[src/rtl/pool_pkg.sv]
// Shared types and constants for the max-pool controller and comparator tree.
package pool_pkg;

    localparam int unsigned DATA_W    = 32;
    localparam int unsigned FRAC_BITS = 16;

    typedef enum logic [2:0] {
        IDLE,
        FETCH,
        CAPT,
        CALC,
        EMIT,
        DONE
    } state_t;

    // Counter width able to hold 0..n-1, never narrower than one bit.
    function automatic int unsigned clog2w(input int unsigned n);
        return (n < 2) ? 1 : $clog2(n);
    endfunction

endpackage

[src/rtl/max_pool_ctrl_if.sv]
// Buffer read port plus pooled-result valid/ready stream.
interface max_pool_ctrl_if
    import pool_pkg::*;
#(
    parameter int unsigned ADDR_W = 16,
    parameter int unsigned DATA_W = pool_pkg::DATA_W
);

    logic              rd_en;
    logic [ADDR_W-1:0] rd_addr;
    logic [DATA_W-1:0] rd_data;
    logic              out_valid;
    logic              out_ready;
    logic [DATA_W-1:0] out_data;
    logic              out_last;

    modport master (
        output rd_en, rd_addr, out_valid, out_data, out_last,
        input  rd_data, out_ready
    );

    modport slave (
        input  rd_en, rd_addr, out_valid, out_data, out_last,
        output rd_data, out_ready
    );

endinterface

[src/rtl/max_pool.sv]
// Combinational signed maximum over one WINDOW_SIZE x WINDOW_SIZE window.
module max_pool
    import pool_pkg::*;
#(
    parameter int unsigned WINDOW_SIZE = 4,
    parameter int unsigned DATA_W      = pool_pkg::DATA_W
) (
    input  logic [DATA_W-1:0] win [WINDOW_SIZE*WINDOW_SIZE],
    output logic [DATA_W-1:0] max_c
);

    localparam int unsigned N = WINDOW_SIZE * WINDOW_SIZE;

    // Running signed maximum; ties keep the earlier value, which is equal anyway.
    always_comb begin
        max_c = win[0];
        for (int unsigned i = 1; i < N; i++) begin
            if ($signed(win[i]) > $signed(max_c)) begin
                max_c = win[i];
            end
        end
    end

endmodule

[src/rtl/max_pool_ctrl.sv]
// Walks a feature map window by window, gathers each window and streams its maximum.
module max_pool_ctrl
    import pool_pkg::*;
#(
    parameter int unsigned WINDOW_SIZE = 4,
    parameter int unsigned FMAP_W      = 16,
    parameter int unsigned FMAP_H      = 16,
    parameter int unsigned ADDR_W      = 16,
    parameter int unsigned DATA_W      = pool_pkg::DATA_W
) (
    input  logic              clk,
    input  logic              rst_n,
    input  logic              start,
    input  logic              abort,
    input  logic [ADDR_W-1:0] base_addr,
    output logic              busy,
    output logic              done,
    max_pool_ctrl_if.master   bus
);

    localparam int unsigned N   = WINDOW_SIZE * WINDOW_SIZE;
    localparam int unsigned OX  = FMAP_W / WINDOW_SIZE;
    localparam int unsigned OY  = FMAP_H / WINDOW_SIZE;
    localparam int unsigned KW  = clog2w(N);
    localparam int unsigned OXW = clog2w(OX);
    localparam int unsigned OYW = clog2w(OY);

    if (((FMAP_W % WINDOW_SIZE) != 0) || ((FMAP_H % WINDOW_SIZE) != 0)) begin : g_cfg_check
        $error("max_pool_ctrl: FMAP_W and FMAP_H must be multiples of WINDOW_SIZE");
    end

    state_t            state, state_nx;
    logic [KW-1:0]     k, k_nx;
    logic [OXW-1:0]    ox, ox_nx;
    logic [OYW-1:0]    oy, oy_nx;
    logic [ADDR_W-1:0] base_q, base_nx;
    logic [ADDR_W-1:0] rd_addr_nx;
    logic              rd_en_nx, out_valid_nx, out_last_nx, busy_nx, done_nx;
    logic              cap_vld, cap_vld_nx;
    logic [KW-1:0]     cap_idx, cap_idx_nx;
    logic              last_win;
    logic [DATA_W-1:0] win [N];
    logic [DATA_W-1:0] pool_max_c;

    // Word address of element kk of window (x, y); wraps modulo 2^ADDR_W.
    function automatic logic [ADDR_W-1:0] calc_addr(input logic [ADDR_W-1:0] b,
                                                    input logic [OXW-1:0]    x,
                                                    input logic [OYW-1:0]    y,
                                                    input logic [KW-1:0]     kk);
        int unsigned row, col;
        row = 32'(y) * WINDOW_SIZE + 32'(kk) / WINDOW_SIZE;
        col = 32'(x) * WINDOW_SIZE + 32'(kk) % WINDOW_SIZE;
        return ADDR_W'(32'(b) + row * FMAP_W + col);
    endfunction

    assign last_win = (ox == OXW'(OX - 1)) && (oy == OYW'(OY - 1));

    // Control state, counters and registered outputs.
    always_ff @(posedge clk or negedge rst_n) begin
        if (!rst_n) begin
            state         <= IDLE;
            k             <= '0;
            ox            <= '0;
            oy            <= '0;
            base_q        <= '0;
            bus.rd_en     <= 1'b0;
            bus.rd_addr   <= '0;
            bus.out_valid <= 1'b0;
            bus.out_last  <= 1'b0;
            busy          <= 1'b0;
            done          <= 1'b0;
            cap_vld       <= 1'b0;
            cap_idx       <= '0;
        end else begin
            state         <= state_nx;
            k             <= k_nx;
            ox            <= ox_nx;
            oy            <= oy_nx;
            base_q        <= base_nx;
            bus.rd_en     <= rd_en_nx;
            bus.rd_addr   <= rd_addr_nx;
            bus.out_valid <= out_valid_nx;
            bus.out_last  <= out_last_nx;
            busy          <= busy_nx;
            done          <= done_nx;
            cap_vld       <= cap_vld_nx;
            cap_idx       <= cap_idx_nx;
        end
    end

    // Next-state and next-output decode; abort overrides every state.
    always_comb begin
        state_nx     = state;
        k_nx         = k;
        ox_nx        = ox;
        oy_nx        = oy;
        base_nx      = base_q;
        rd_en_nx     = 1'b0;
        rd_addr_nx   = bus.rd_addr;
        out_valid_nx = bus.out_valid;
        out_last_nx  = bus.out_last;
        busy_nx      = busy;
        done_nx      = 1'b0;
        cap_vld_nx   = bus.rd_en && !abort;
        cap_idx_nx   = k;

        if (abort) begin
            state_nx     = IDLE;
            k_nx         = '0;
            ox_nx        = '0;
            oy_nx        = '0;
            rd_addr_nx   = '0;
            out_valid_nx = 1'b0;
            out_last_nx  = 1'b0;
            busy_nx      = 1'b0;
        end else begin
            case (state)
                IDLE: begin
                    if (start) begin
                        state_nx   = FETCH;
                        base_nx    = base_addr;
                        busy_nx    = 1'b1;
                        k_nx       = '0;
                        ox_nx      = '0;
                        oy_nx      = '0;
                        rd_en_nx   = 1'b1;
                        rd_addr_nx = calc_addr(base_addr, '0, '0, '0);
                    end
                end
                FETCH: begin
                    if (k == KW'(N - 1)) begin
                        state_nx = CAPT;
                        k_nx     = '0;
                    end else begin
                        k_nx       = k + KW'(1);
                        rd_en_nx   = 1'b1;
                        rd_addr_nx = calc_addr(base_q, ox, oy, k + KW'(1));
                    end
                end
                CAPT: begin
                    state_nx = CALC;
                end
                CALC: begin
                    state_nx     = EMIT;
                    out_valid_nx = 1'b1;
                    out_last_nx  = last_win;
                end
                EMIT: begin
                    if (bus.out_ready) begin
                        out_valid_nx = 1'b0;
                        out_last_nx  = 1'b0;
                        if (last_win) begin
                            state_nx = DONE;
                            done_nx  = 1'b1;
                        end else begin
                            if (ox == OXW'(OX - 1)) begin
                                ox_nx = '0;
                                oy_nx = oy + OYW'(1);
                            end else begin
                                ox_nx = ox + OXW'(1);
                            end
                            state_nx   = FETCH;
                            rd_en_nx   = 1'b1;
                            rd_addr_nx = calc_addr(base_q, ox_nx, oy_nx, '0);
                        end
                    end
                end
                DONE: begin
                    state_nx = IDLE;
                    busy_nx  = 1'b0;
                    ox_nx    = '0;
                    oy_nx    = '0;
                end
                default: begin
                    state_nx = IDLE;
                end
            endcase
        end
    end

    // Window register bank fills one cycle behind each read; result latched in CALC.
    always_ff @(posedge clk or negedge rst_n) begin
        if (!rst_n) begin
            for (int unsigned i = 0; i < N; i++) begin
                win[i] <= '0;
            end
            bus.out_data <= '0;
        end else begin
            if (cap_vld) begin
                win[cap_idx] <= bus.rd_data;
            end
            if ((state == CALC) && !abort) begin
                bus.out_data <= pool_max_c;
            end
        end
    end

    max_pool #(
        .WINDOW_SIZE (WINDOW_SIZE),
        .DATA_W      (DATA_W)
    ) u_max_pool (
        .win   (win),
        .max_c (pool_max_c)
    );

endmodule

[src/flat_wrapper.sv]
// flat-port wrapper written by rule: the top's interface ports become plain ports
module max_pool_ctrl_flat import pool_pkg::*;
#(
    parameter int unsigned WINDOW_SIZE = 4,
    parameter int unsigned FMAP_W      = 16,
    parameter int unsigned FMAP_H      = 16,
    parameter int unsigned ADDR_W      = 16,
    parameter int unsigned DATA_W      = pool_pkg::DATA_W
)
  (clk, rst_n, start, abort, base_addr, busy, done, bus_rd_en, bus_rd_addr, bus_out_valid, bus_out_data, bus_out_last, bus_rd_data, bus_out_ready);
  max_pool_ctrl_if #(.ADDR_W(ADDR_W), .DATA_W(DATA_W)) bus_i ();
  input  logic clk;
  input  logic rst_n;
  input  logic start;
  input  logic abort;
  input  logic [ADDR_W-1:0] base_addr;
  output logic busy;
  output logic done;
  output wire logic [$bits(bus_i.rd_en)-1:0] bus_rd_en;
  output wire logic [$bits(bus_i.rd_addr)-1:0] bus_rd_addr;
  output wire logic [$bits(bus_i.out_valid)-1:0] bus_out_valid;
  output wire logic [$bits(bus_i.out_data)-1:0] bus_out_data;
  output wire logic [$bits(bus_i.out_last)-1:0] bus_out_last;
  input wire logic [$bits(bus_i.rd_data)-1:0] bus_rd_data;
  input wire logic [$bits(bus_i.out_ready)-1:0] bus_out_ready;
  assign bus_rd_en = bus_i.rd_en;
  assign bus_rd_addr = bus_i.rd_addr;
  assign bus_out_valid = bus_i.out_valid;
  assign bus_out_data = bus_i.out_data;
  assign bus_out_last = bus_i.out_last;
  assign bus_i.rd_data = bus_rd_data;
  assign bus_i.out_ready = bus_out_ready;
  max_pool_ctrl #(.WINDOW_SIZE(WINDOW_SIZE), .FMAP_W(FMAP_W), .FMAP_H(FMAP_H), .ADDR_W(ADDR_W), .DATA_W(DATA_W)) u_core (.clk(clk), .rst_n(rst_n), .start(start), .abort(abort), .base_addr(base_addr), .busy(busy), .done(done), .bus(bus_i));
endmodule
[config.mk]
export PLATFORM = sky130hd
export DESIGN_NAME = max_pool_ctrl_flat
export DESIGN_NICKNAME = d
export VERILOG_FILES = /design/src/rtl/pool_pkg.sv /design/src/rtl/max_pool_ctrl_if.sv /design/src/rtl/max_pool.sv /design/src/rtl/max_pool_ctrl.sv /design/src/flat_wrapper.sv
export SDC_FILE = /design/constraint.sdc
export NUM_CORES = 2
export LEC_CHECK = 0
export CELL_PAD_IN_SITES_DETAIL_PLACEMENT = 0
export CELL_PAD_IN_SITES_GLOBAL_PLACEMENT = 1
export CORE_MARGIN = 10
export CORE_UTILIZATION = 46
export CTS_BUF_LIST = sky130_fd_sc_hd__clkbuf_2 sky130_fd_sc_hd__clkbuf_4 sky130_fd_sc_hd__clkbuf_8
export DETAILED_ROUTE_END_ITERATION = 10
export PLACE_DENSITY_LB_ADDON = 0.1
export SYNTH_ARGS = -nofsm -noshare
export SYNTH_HDL_FRONTEND = slang
export SYNTH_SLANG_ARGS = --single-unit
[constraint.sdc]
create_clock -name clk -period 39.7 [get_ports clk]
set_input_delay 7.94 -clock clk [delete_from_list [all_inputs] [get_ports clk]]
set_output_delay 7.94 -clock clk [all_outputs]
set_load 0.005 [all_outputs]
==> results.cfg <==
[cells_and_area]
nets = 5936
fill_cells = 7899
final_cells = 6753
multi_input_area_um2 = 27900
area_delta_synth_final_pct = 33.5
drive_above_1_share_pct = 41.1
regArea_um2 = 14900

[min_path]
hp-class = flop to flop
holdPathStages = 2

[drt]
drtIter0Drc = 2649
antenna_left = 0
via_count = 37100
drt-vias-per-instance = 5.49
wl_per_cell_um = 20.9
drc = 0
dr.pass1.iters = 6
wirelength_um = 141000

[sta]
finalClockSkew_ns = 0.0308
period_minus_slack_ns = 39.51
fin_tns_setup_ns = 0
slew_violations = 0
tightest_slew_ns = 1.17
fin_worst_hold_slack_ns = 0.476
period_share_pct = 99.5
slew_headroom_pct = 21.9
hold_viol_final = 0
max_freq_mhz = 25.3
rsz0062_at_grt = true
setup_viol = 0

[global_routing]
grt_overflow = 0
grt_pass1_wl_um = 215000
grt_pass1_vias = 36400
grt_max_degree = 157
track_usage_pct = 25.5
antenna_found_initial = 5

[setup_path]
critPathKind = flop to flop
worstPathMaxFanout = 27
cp.required_ns = 40.35
endpoint_kind = flop
crit_top_cell = o21ai_1
cpPeakStageDelay_ns = 0.57
cp_slowest_cell = or4_4
start_kind = flop
arrival_ns = 40.16
reg2reg_depth = 250

[floorplan]
start_util_pct = 46.5
fp-row-count = 111
core_region_area_um2 = 92100
ioPinCount = 106
die_w_um = 325
fp.dieArea_um2 = 106000
die_h_um = 325

[synth]
avgSynthCellArea_um2 = 9.60
synth_most_common_cell = mux2_2
yosysTopAreaCellShare_pct = 34.9
ys_top_cells_by_area = dfrtp_1 (35%), mux2_2 (16%), ha_1 (14%), inv_1 (3.8%), o21ai_0 (3.8%)
synth_seq_cells = 597
synth_flop_cell = dfrtp_1
synthesis.nets = 4985
synth_common_cells = mux2_2 (617), dfrtp_1 (597), ha_1 (469)
synth_cells = 4461
ys_types = 115
synth_top_area_cell = dfrtp_1
syn-cell-area_um2 = 42800
synth_warnings = 0
synth-edff-count = 0
async_flop_share_pct = 100
yosysSeqAreaShare_pct = 34.9

[place]
routabilityCongestion = 0.865
hpwl_um = 96900
dpl.cell_count = 6382
port_buffers = 105

[clocking]
cts.htree.levels = 3
cts-buffers-inserted = 114
cts.sinks = 597
clockBufferDepth = 3
root_buffer = clkbuf_8
cts_tree = done
path_clk_slew_ns = 0.06
insertion_delay_ns = 0.80

[status]
status = completed

[flow_run]
cap_violations = 0
## metal layers
| layer | routed length, µm | track usage, % | up-vias |
|---|---|---|---|
| met2 | 60800 | 38.1 | 810 |
| met4 | 4840 | 8.79 | 0 |
| met3 | 7440 | 4.92 | 211 |
| li1 | - | - | 17900 |
| met5 | 0 | 0 | - |
| met1 | 67700 | 36.3 | 18200 |
## registers in the layout, indices dropped and copies added (netlist names)
register and flops:
u_core.base_q 16, u_core.bus.out_data 32, u_core.bus.out_last 1, u_core.bus.out_valid 1, u_core.bus.rd_addr 16, u_core.bus.rd_en 1
u_core.busy 1, u_core.cap_idx 4, u_core.cap_idx_nx 4, u_core.cap_vld 1, u_core.done 1, u_core.ox 2
u_core.oy 2, u_core.state 3, u_core.win 512
## repair_timing
action                                  CTS  global route
setup buffers                            65            89
pin swaps                                85           239
gates cloned                              8             4
gates resized for setup                 202           379
endpoints found under the setup margin   32            32
hold buffers                              0             0
## kinds of logic after synthesis
group	after synthesis	share of synthesized area, %
compound gates	995	14.8
fa+ha+maj	477	13.9
simple gates	1002	11.3
buf+inv	656	6.21
xor+xnor	42	0.859
flops	597	34.9
mux	692	18.0
## critical path, delay by kind of cell (launching register included)
family | cells | cell delay [ns]
AOI/OAI and AO/OA | 106 | 16.63
and+or+nand+nor | 80 | 11.18
buffers and inverters | 40 | 5.15
adders and majority gates | 15 | 3.38
muxes | 9 | 2.50
DFF | 1 | 0.41
## through the flow
stage	util, %	worst slack (ns)	cell area, µm²
after detailed placement	55.2	-2.25	50800
after global routing	62.1	-2.04	57200
after CTS	59.4	0.000966	54700
after global placement	55.2	-1.87	50800
final	62.1	0.188	57200
after floorplan	-	0.0149	43400
## area by class of cell
class	instances	area share [%]
Multi-Input combinational cell	3213	48.8
Sequential cell	597	26.1
Timing Repair Buffer	1050	15.0
Clock buffer	183	4.04
Inverter	436	2.88
Tap cell	1243	2.72
Clock inverter	28	0.370
Antenna cell	3	0.0131
## cells in the final DEF (no fill, tap or decap), types with 19 or more instances in the layout
master           count
nand4_1             92
nor2b_1             74
a21oi_1            189
buf_4              877
clkbuf_4            33
xnor2_1             27
a21oi_2             95
mux2_2             589
clkdlybuf4s50_1     86
clkbuf_8           150
ha_4                52
mux2_4              30
clkinv_2            19
nor2_2              19
a21oi_4             22
dfrtp_1            597
o211ai_1            39
nand2b_1            52
nand2_1            264
nor3_1              38
inv_2               42
o21ai_1             51
nor2_1             260
buf_12              19
mux2i_1             57
ha_1               415
buf_6               40
a21o_1              91
a221oi_2            24
inv_1              389
o21ai_0            260
nand3_1             37
## worst paths after layout
check                                                   from                                  to  slack (ns)
max                              u_core.win[469]$_DFFE_PN0P_  u_core.bus.out_data[7]$_DFFE_PN0P_        0.19
min                        u_core.bus.rd_addr[4]$_DFFE_PN0P_   u_core.bus.rd_addr[4]$_DFFE_PN0P_        0.48
max reg2reg                      u_core.win[469]$_DFFE_PN0P_  u_core.bus.out_data[7]$_DFFE_PN0P_        0.19
min reg2reg                u_core.bus.rd_addr[4]$_DFFE_PN0P_   u_core.bus.rd_addr[4]$_DFFE_PN0P_        0.48
max in group asynchronous                              rst_n         u_core.win[155]$_DFFE_PN0P_       30.25
min in group asynchronous                              rst_n         u_core.win[502]$_DFFE_PN0P_        7.21
Power is left out: the tool's default activity adds up to more than one toggle a clock period on the data nets, which glitch-free logic cannot reach.
